<file path="src/rtl/soc_interconnect.sv">
// Multi-master, multi-slave shared bus: round-robin arbiter, mask/base decoder,
// slave ready handshake with optional timeout, and a saturating error counter.
module soc_interconnect #(
   parameter int                      NM        = 2,
   parameter int                      NS        = 4,
   parameter int                      ADDR_W    = 8,
   parameter int                      DATA_W    = 8,
   parameter logic [NS*ADDR_W-1:0]    SLV_BASE  = {8'hA0, 8'h90, 8'h80, 8'h00},
   parameter logic [NS*ADDR_W-1:0]    SLV_MASK  = {8'hF0, 8'hF0, 8'hF0, 8'h80},
   parameter int                      TIMEOUT   = 16,
   parameter logic [DATA_W-1:0]       ERR_RDATA = '1
) (
   input  logic                   clk,
   input  logic                   rst_n,
   input  logic [NM-1:0]          m_valid,
   input  logic [NM-1:0]          m_we,
   input  logic [NM*ADDR_W-1:0]   m_addr,
   input  logic [NM*DATA_W-1:0]   m_wdata,
   output logic [NM*DATA_W-1:0]   m_rdata,
   output logic [NM-1:0]          m_ready,
   output logic [NM-1:0]          m_err,
   output logic [NS-1:0]          s_cs,
   output logic                   s_we,
   output logic [ADDR_W-1:0]      s_addr,
   output logic [DATA_W-1:0]      s_wdata,
   input  logic [NS*DATA_W-1:0]   s_rdata,
   input  logic [NS-1:0]          s_ready,
   output logic [NM-1:0]          grant,
   output logic [7:0]             err_count
);

   localparam int MW = (NM > 1) ? $clog2(NM) : 1;
   localparam int SW = (NS > 1) ? $clog2(NS) : 1;
   localparam int CW = (TIMEOUT > 1) ? $clog2(TIMEOUT) : 1;

   typedef enum logic [1:0] {ST_IDLE, ST_ACCESS, ST_RESP} state_t;

   state_t              state_q, state_d;
   logic [MW-1:0]       ptr_q, ptr_d;
   logic [MW-1:0]       gidx_q, gidx_d;
   logic [SW-1:0]       slv_q, slv_d;
   logic [CW-1:0]       cnt_q, cnt_d;
   logic [NM-1:0]       grant_q, grant_d;
   logic [NS-1:0]       s_cs_q, s_cs_d;
   logic                s_we_q, s_we_d;
   logic [ADDR_W-1:0]   s_addr_q, s_addr_d;
   logic [DATA_W-1:0]   s_wdata_q, s_wdata_d;
   logic [NM-1:0]       m_ready_q, m_ready_d;
   logic [NM-1:0]       m_err_q, m_err_d;
   logic [NM*DATA_W-1:0] m_rdata_q, m_rdata_d;
   logic [7:0]          err_count_q, err_count_d;

   logic                req_found;
   logic [MW-1:0]       req_idx;
   logic [ADDR_W-1:0]   req_addr;
   logic                dec_hit;
   logic [SW-1:0]       dec_idx;
   int                  rr_idx;

   // Scan downward so the requester closest to the pointer wins.
   always_comb begin
      req_found = 1'b0;
      req_idx   = '0;
      rr_idx    = 0;
      for (int k = NM - 1; k >= 0; k--) begin
         rr_idx = int'(ptr_q) + k;
         if (rr_idx >= NM) rr_idx = rr_idx - NM;
         if (m_valid[MW'(rr_idx)]) begin
            req_found = 1'b1;
            req_idx   = MW'(rr_idx);
         end
      end
   end

   // Lowest-numbered matching slave wins on overlapping windows.
   always_comb begin
      req_addr = m_addr[int'(req_idx)*ADDR_W +: ADDR_W];
      dec_hit  = 1'b0;
      dec_idx  = '0;
      for (int i = NS - 1; i >= 0; i--) begin
         if ((req_addr & SLV_MASK[i*ADDR_W +: ADDR_W]) == SLV_BASE[i*ADDR_W +: ADDR_W]) begin
            dec_hit = 1'b1;
            dec_idx = SW'(i);
         end
      end
   end

   always_comb begin
      state_d     = state_q;
      ptr_d       = ptr_q;
      gidx_d      = gidx_q;
      slv_d       = slv_q;
      cnt_d       = cnt_q;
      grant_d     = grant_q;
      s_cs_d      = s_cs_q;
      s_we_d      = s_we_q;
      s_addr_d    = s_addr_q;
      s_wdata_d   = s_wdata_q;
      m_ready_d   = '0;
      m_err_d     = '0;
      m_rdata_d   = '0;
      err_count_d = err_count_q;
      case (state_q)
         ST_IDLE: begin
            if (req_found) begin
               grant_d          = '0;
               grant_d[req_idx] = 1'b1;
               gidx_d           = req_idx;
               if (dec_hit) begin
                  state_d          = ST_ACCESS;
                  slv_d            = dec_idx;
                  cnt_d            = '0;
                  s_cs_d           = '0;
                  s_cs_d[dec_idx]  = 1'b1;
                  s_we_d           = m_we[req_idx];
                  s_addr_d         = req_addr & ~SLV_MASK[int'(dec_idx)*ADDR_W +: ADDR_W];
                  s_wdata_d        = m_wdata[int'(req_idx)*DATA_W +: DATA_W];
               end else begin
                  state_d            = ST_RESP;
                  m_ready_d[req_idx] = 1'b1;
                  m_err_d[req_idx]   = 1'b1;
                  m_rdata_d[int'(req_idx)*DATA_W +: DATA_W] = ERR_RDATA;
                  if (err_count_q != 8'hFF) err_count_d = err_count_q + 8'd1;
               end
            end
         end
         ST_ACCESS: begin
            if (s_ready[slv_q]) begin
               state_d           = ST_RESP;
               s_cs_d            = '0;
               s_we_d            = 1'b0;
               m_ready_d[gidx_q] = 1'b1;
               m_rdata_d[int'(gidx_q)*DATA_W +: DATA_W] = s_rdata[int'(slv_q)*DATA_W +: DATA_W];
            end else if ((TIMEOUT != 0) && (cnt_q == CW'(TIMEOUT - 1))) begin
               state_d           = ST_RESP;
               s_cs_d            = '0;
               s_we_d            = 1'b0;
               m_ready_d[gidx_q] = 1'b1;
               m_err_d[gidx_q]   = 1'b1;
               m_rdata_d[int'(gidx_q)*DATA_W +: DATA_W] = ERR_RDATA;
               if (err_count_q != 8'hFF) err_count_d = err_count_q + 8'd1;
            end else begin
               cnt_d = cnt_q + CW'(1);
            end
         end
         ST_RESP: begin
            state_d = ST_IDLE;
            grant_d = '0;
            ptr_d   = (gidx_q == MW'(NM - 1)) ? '0 : gidx_q + MW'(1);
         end
         default: state_d = ST_IDLE;
      endcase
   end

   always_ff @(posedge clk or negedge rst_n) begin
      if (!rst_n) begin
         state_q     <= ST_IDLE;
         ptr_q       <= '0;
         gidx_q      <= '0;
         slv_q       <= '0;
         cnt_q       <= '0;
         grant_q     <= '0;
         s_cs_q      <= '0;
         s_we_q      <= 1'b0;
         s_addr_q    <= '0;
         s_wdata_q   <= '0;
         m_ready_q   <= '0;
         m_err_q     <= '0;
         m_rdata_q   <= '0;
         err_count_q <= '0;
      end else begin
         state_q     <= state_d;
         ptr_q       <= ptr_d;
         gidx_q      <= gidx_d;
         slv_q       <= slv_d;
         cnt_q       <= cnt_d;
         grant_q     <= grant_d;
         s_cs_q      <= s_cs_d;
         s_we_q      <= s_we_d;
         s_addr_q    <= s_addr_d;
         s_wdata_q   <= s_wdata_d;
         m_ready_q   <= m_ready_d;
         m_err_q     <= m_err_d;
         m_rdata_q   <= m_rdata_d;
         err_count_q <= err_count_d;
      end
   end

   assign grant     = grant_q;
   assign s_cs      = s_cs_q;
   assign s_we      = s_we_q;
   assign s_addr    = s_addr_q;
   assign s_wdata   = s_wdata_q;
   assign m_ready   = m_ready_q;
   assign m_err     = m_err_q;
   assign m_rdata   = m_rdata_q;
   assign err_count = err_count_q;

endmodule

</file>
<file path="config.mk">
export PLATFORM = sky130hd
export DESIGN_NAME = soc_interconnect
export DESIGN_NICKNAME = d
export VERILOG_FILES = /design/src/rtl/soc_interconnect.sv
export SDC_FILE = /design/constraint.sdc
export NUM_CORES = 1
export LEC_CHECK = 0
export BUFFER_PORTS_ARGS = -buffer_cell sky130_fd_sc_hd__clkbuf_2
export CORE_ASPECT_RATIO = 1.2
export CORE_MARGIN = 2
export CORE_UTILIZATION = 52
export CTS_CLUSTER_DIAMETER = 200
export DETAILED_ROUTE_END_ITERATION = 12
export GPL_ROUTABILITY_DRIVEN = 0
export HOLD_SLACK_MARGIN = 0.1
export PLACE_DENSITY = 0.82
export SLEW_MARGIN = 25
export SYNTH_ARGS = -nofsm -noshare
export SYNTH_HDL_FRONTEND = slang
export SYNTH_SLANG_ARGS = --single-unit
</file>
<file path="constraint.sdc">
create_clock -name clk -period 3.5 [get_ports clk]
set_clock_uncertainty 0.2 [all_clocks]
set_input_delay 0.7 -clock clk [delete_from_list [all_inputs] [get_ports clk]]
set_output_delay 0.7 -clock clk [all_outputs]
set_load 0.02 [all_outputs]
</file>
==> summary.md, run 1 <==
| Metric | Value |
|---|---|
| Yosys warnings | `0` |
| Slew HR | `50.8%` |
| Outcome | `complete, no violations` |
| Register area | `1500 µm²` |
| Areal power density over the cells | `806 nW/µm²` |
| Initial Util | `53.9%` |
| Post-synth top area share | `49.1%` |
| N_diodes | `0` |
| Tot GR Track Use | `23.0%` |
| Syn Inst Count | `283` |
| Power Total | `3.16 mW` |
| TritonCTS clock tree | `yes` |
| FILL cells | `406` |
| Row count | `30` |
| Hold Vio Cnt, Final | `0` |
| Reg2reg start | `slv_q[0]` |
| Number of flops mapped to enable cells by yosys | `0` |
| Total clock sinks | `60` |
| FMAX | `382 MHz` |
| Crit Path Max Fanout | `12` |
| P_leak | `2.01 nW` |
| CP peak stage delay | `600 ps` |
| First-pass GRT wire length | `11400 µm` |
| Slew @ Worst Pin | `738 ps` |
| Largest net degree at the start of global routing | `61` |
| Syn Nets | `359` |
| Top_reg_cell synth | `dfrtp_1` |
| Synth area leader | `dfrtp_1` |
| Resized cells post-CTS | `0` |
| Clock buffer depth | `2` |
| Core Footprint | `5670 µm²` |
| Synthesis-to-finish area growth | `28.2%` |
| Area of the multi-input gates | `1420 µm²` |
| Top cells by area, synth | `dfrtp_1, o21ai_0, mux2i_1, mux4_2, mux4_1` |
| Yosys reg bits | `60` |
| Period utilization | `74.9%` |
| Distinct cells, synth | `51` |
| Drc violations | `0` |
| Async S/R FF share, synth | `100%` |
| DR iter-0 viols | `135` |
| Die area | `6510 µm²` |
| Worst hold-check path type | `input port to asynchronous set/reset pin` |
| Die Wd | `74.0 µm` |
| Critical path required time | `3520 ps` |
| Worst setup EP type | `flip-flop` |
| DR vias | `2671` |
| Avg Inst Size Synth | `10.8 µm²` |
| Vias per inst | `5.45` |
| Total grt overflow | `0` |
| Clk slew on worst S/H paths | `60 ps` |
| R2r setup slk | `880 ps` |
| Nets@finish | `481` |
| Total negative slack | `0 ps` |
| Mapped cell area | `3060 µm²` |
| Max Cap Viol | `0` |
| Crit-path cells | `or3b_2 > o22ai_1 > a21oi_1 > o211ai_1 > mux2_2` |
| Setup CP Type | `flip-flop to flip-flop` |
| Cts hold-fix bufs | `0` |
| Routed wire per std cell | `14.6 µm` |
| Initial antenna violation count | `0` |
| Post-CTS Setup Inserts | `0` |
| Seq/Total Area, Yosys | `49.1%` |
| CP arrival | `2640 ps` |
| Vias in the first global route | `2502` |
| Min Tclk post-route | `2620 ps` |
| Final setup vio count | `0` |
| Root Buffer | `clkbuf_8` |
| Reg2reg path depth | `5` |
| DRT Pass-1 Iters | `4` |
| Critical R2R Capture | `err_count[1]` |
| Share of layout cells above drive strength 1 | `39.5%` |
| CP max-delay cell | `dfrtp_1` |
| Number of buffers created by CTS | `9` |
| # port buffers | `122` |
| H-tree Lvls | `3` |
| Max-slew violation count | `0` |
| Post-DP HPWL | `5300 µm` |
| DRT antenna net count | `0` |
| Die H | `88.0 µm` |
| Critical path startpoint category | `flip-flop` |
| I/O Pins | `125` |
| Final wirelength | `7140 µm` |
| Maximum VDD drop | `452 µV` |
| Unrepaired setup endpoints after global routing | `no` |
| Clk_lat worst skew | `330 ps` |
[cell type report]
class	count	area share [%]
well taps	80	2.55
inverters	10	0.958
multi-input cells	196	36.3
repair buffers	128	16.7
clock buffers	11	3.86
flip-flops and latches	60	38.3
clock inverters	5	1.28
[power by group]
| group | switching, mW | internal [mW] |
|---|---|---|
| clock | 0.262 | 0.362 |
| sequential | 0.226 | 0.951 |
| combinational | 0.814 | 0.546 |
[worst max-delay path by stage]
stage / cells past startpoint / to / from
detailed placement: 7 / slv_q[0] / m_valid[0]
CTS: 5 / err_count[1] / slv_q[0]
global route: 5 / err_count[1] / slv_q[0]
global placement: 7 / s_addr[4] / m_valid[0]
finish: 5 / err_count[1] / slv_q[0]
floorplan: 6 / err_count[1] / m_valid[0]
[worst max-delay path, delay by kind of cell, from the launching register on]
kind / cells / cell delay (ps)
and+or+nand+nor: 1 / 530
AOI/OAI and AO/OA: 3 / 810
muxes: 1 / 370
DFF: 1 / 600
[routing by layer]
layer	share of wire (%)	global-route usage (%)	wire (µm)
met1	39	27.7	2770
met3	7.7	4.26	547
met5	0	0	0
met2	52	40.2	3720
met4	1.5	9.26	105
[layout by cell type, fill, tap and decap left out, drive strengths merged, types with 2 or more instances in the layout]
master | synthesis | final
clkbuf | 6 | 133
dfrtp | 60 | 60
o21ai | 54 | 54
mux2i | 22 | 22
nand2 | 18 | 18
nor2 | 16 | 16
inv | 10 | 10
a21oi | 9 | 9
mux4 | 8 | 8
nand3 | 7 | 7
xnor2 | 7 | 7
mux2 | 7 | 7
buf | 11 | 6
o211ai | 5 | 5
nor3 | 4 | 4
clkinv | 0 | 4
nand2b | 4 | 4
and2 | 3 | 3
o21bai | 3 | 3
nand3b | 2 | 2
or3 | 2 | 2
o2111ai | 2 | 2
a211oi | 2 | 2
o31ai | 2 | 2
ha | 2 | 2
[through the flow]
step	area [µm²]	hold WS (ps)	util (%)	worst slack, ps	std cells
after floorplan	3060	204	-	1150	283
after global placement	3720	284	65.6	766	474
after CTS	3920	306	69.2	867	490
after detailed placement	3720	297	65.6	727	474
after global routing	3920	329	69.2	720	490
final	3920	301	69.2	879	490
[sequential cells by signal, indices dropped and copies added, names as in the netlist, 2 cells and up]
signal / cells
cnt_q: 4
err_count: 8
grant: 2
m_err: 2
m_rdata: 16
m_ready: 2
s_addr: 7
s_cs: 4
s_wdata: 8
slv_q: 2
state_q: 2
[kinds of logic after synthesis]
group,count (synthesis),share of synthesized area [%]
xor+xnor,8,2.29
mux,37,16.5
buf+inv,27,4.30
fa+ha+maj,2,0.819
other cells,1,0.123
compound gates,86,16.7
flops,60,49.1
simple gates,62,10.1
[Yosys cell counts, drive strengths merged, types with 2 or more instances]
cell / number
dfrtp: 60
o21ai: 54
mux2i: 22
nand2: 18
nor2: 16
buf: 11
inv: 10
a21oi: 9
mux4: 8
mux2: 7
nand3: 7
xnor2: 7
clkbuf: 6
o211ai: 5
nand2b: 4
nor3: 4
and2: 3
o21bai: 3
a211oi: 2
ha: 2
nand3b: 2
o2111ai: 2
o31ai: 2
or3: 2
Power figures use the tool's default switching activity.
==> run 2, diff against run 1 <==
- CORE_UTILIZATION: 52 -> 44
- PLACE_DENSITY: 0.82 -> 0.74
- clock period: 3.5 -> 2.1 ns (I/O delays scaled with it)
==> run 2 against run 1 <==
Design area increased by 11%. Critical endpoint is now s_cs[0]. The flow now finishes with violations (negative setup slack). Count of clock-buffer cells in the layout decreased by 2. Highest routed layer unchanged. Largest power group unchanged. Maximum frequency increased by 24%. Critical path type unchanged. Wire length increased by 9.8%. Sequential power increased by 58%.
==> summary.md, run 2 (synthesis results as in run 1) <==
| Metric | Value |
|---|---|
| Areal power density over the cells | `1340 nW/µm²` |
| Outcome | `finished with violations` |
| Hold Vio Cnt, Final | `0` |
| Failing checks | `negative setup slack` |
| Slew @ Worst Pin | `520 ps` |
| Synthesis-to-finish area growth | `42.9%` |
| Min Tclk post-route | `2110 ps` |
| Tot GR Track Use | `20.8%` |
| Placed Instances | `518` |
| I/O Pins | `125` |
| Die area | `7630 µm²` |
| Hold-critical path depth | `3` |
| Max reg flops | `16` |
| Initial Util | `45.1%` |
| Root Buffer | `clkbuf_8` |
| TritonCTS clock tree | `yes` |
| Die H | `95.3 µm` |
| Nets@finish | `521` |
| Row count | `33` |
| Crit Path Max Fanout | `5` |
| Clock buffer depth | `2` |
| DR iter-0 viols | `127` |
| Vias per inst | `5.23` |
| Core Footprint | `6770 µm²` |
| Die Wd | `80.1 µm` |
| Commonest non-fill, non-tap cell in the layout | `clkbuf_2` |
| Max-slew violation count | `0` |
| Total grt overflow | `0` |
| Final setup vio count | `3` |
| Drc violations | `0` |
| Worst setup EP type | `flip-flop` |
| N_diodes | `0` |
| Total negative slack | `-21.9 ps` |
| DR vias | `2806` |
| DRT Pass-1 Iters | `4` |
| H-tree Lvls | `3` |
| Setup CP Type | `flip-flop to flip-flop` |
| Post-DP HPWL | `5890 µm` |
| Largest net degree at the start of global routing | `24` |
| FMAX | `474 MHz` |
| Number of buffers created by CTS | `9` |
| Final WS setup | `-8.67 ps` |
| Total clock sinks | `60` |
| Routed wire per std cell | `14.6 µm` |
| Clk_lat worst skew | `340 ps` |
| Most frequent cells in the layout | `clkbuf_2, dfrtp_1, o21ai_0` |
| Critical path startpoint category | `flip-flop` |
| P_leak | `2.23 nW` |
| DRT antenna net count | `0` |
| Initial antenna violation count | `0` |
| Maximum VDD drop | `686 µV` |
| Final wirelength | `7840 µm` |
| Critical path required time | `2130 ps` |
| Worst hold-check path type | `input port to flip-flop` |
| FILL cells | `567` |
| Non-Filler Instances | `537` |
| First-pass GRT wire length | `12300 µm` |
| Period utilization | `100%` |
| Reg2reg path depth | `6` |
| Vias in the first global route | `2691` |
| Final core utilization | `64.5%` |
| Unrepaired setup endpoints after global routing | `yes` |
| Share of layout cells above drive strength 1 | `48.2%` |
| CP arrival | `2130 ps` |
| Clk slew on worst S/H paths | `70 ps` |
| Max Cap Viol | `0` |
| R2r setup slk | `-9 ps` |
| Slew HR | `65.4%` |
| # port buffers | `122` |
-- run 2: layout make-up --
class                   instances  area (µm²)  area share, %
multi-input cells             196        1520           34.8
repair buffers                168         983           22.5
clock inverters                 7        91.3           2.09
inverters                      10        37.5          0.859
flip-flops and latches         60        1500           34.4
clock buffers                   9         124           2.84
well taps                      87         109           2.49
-- run 2: timing repair --
action,in CTS,in global routing
hold endpoints to repair,16,0
endpoints found under the setup margin,20,46
setup buffers,0,2
resized for setup,4,18
hold buffers,1,0
pin swaps,1,3
-- run 2: worst max-delay path: stages (launching register included) --
cell	delay (ps)
dfrtp_1	360
ha_1	210
nand3_2	110
or2_4	280
a311oi_4	230
a21bo_4	300
mux2_4	300
-- run 2: final timing paths --
check	start	endpoint
worst max-delay path	cnt_q[0]	s_cs[0]
worst min-delay path	m_wdata[8]	s_wdata[0]
worst max register to register	cnt_q[0]	s_cs[0]
worst min register to register	err_count[7]	err_count[7]
max in group asynchronous	rst_n	state_q[0]
min in group asynchronous	rst_n	s_addr[3]
-- run 2: per-layer routing --
layer / GRT usage [%] / wire length (µm)
met1: 24.9 / 3010
met2: 35.5 / 4310
met3: 4.55 / 372
met4: 9.89 / 155
met5: 0 / 0
-- run 2: stage by stage --
step	power [mW]	cell area (µm²)	hold WS, ps	setup WS [ps]
after global placement	4.54	4040	219	-99.3
after CTS	5.78	4280	151	5.90
final	5.87	4370	163	-8.67
after detailed placement	4.62	4040	221	-158
after floorplan	3.54	3070	-75.6	-30.4
after global routing	6.25	4370	186	-129
-- run 2: power breakdown --
part / internal (mW) / leakage [nW] / switching [mW]
combinational: 1.26 / 1.33 / 1.61
sequential: 1.59 / 0.783 / 0.281
clock: 0.663 / 0.109 / 0.463
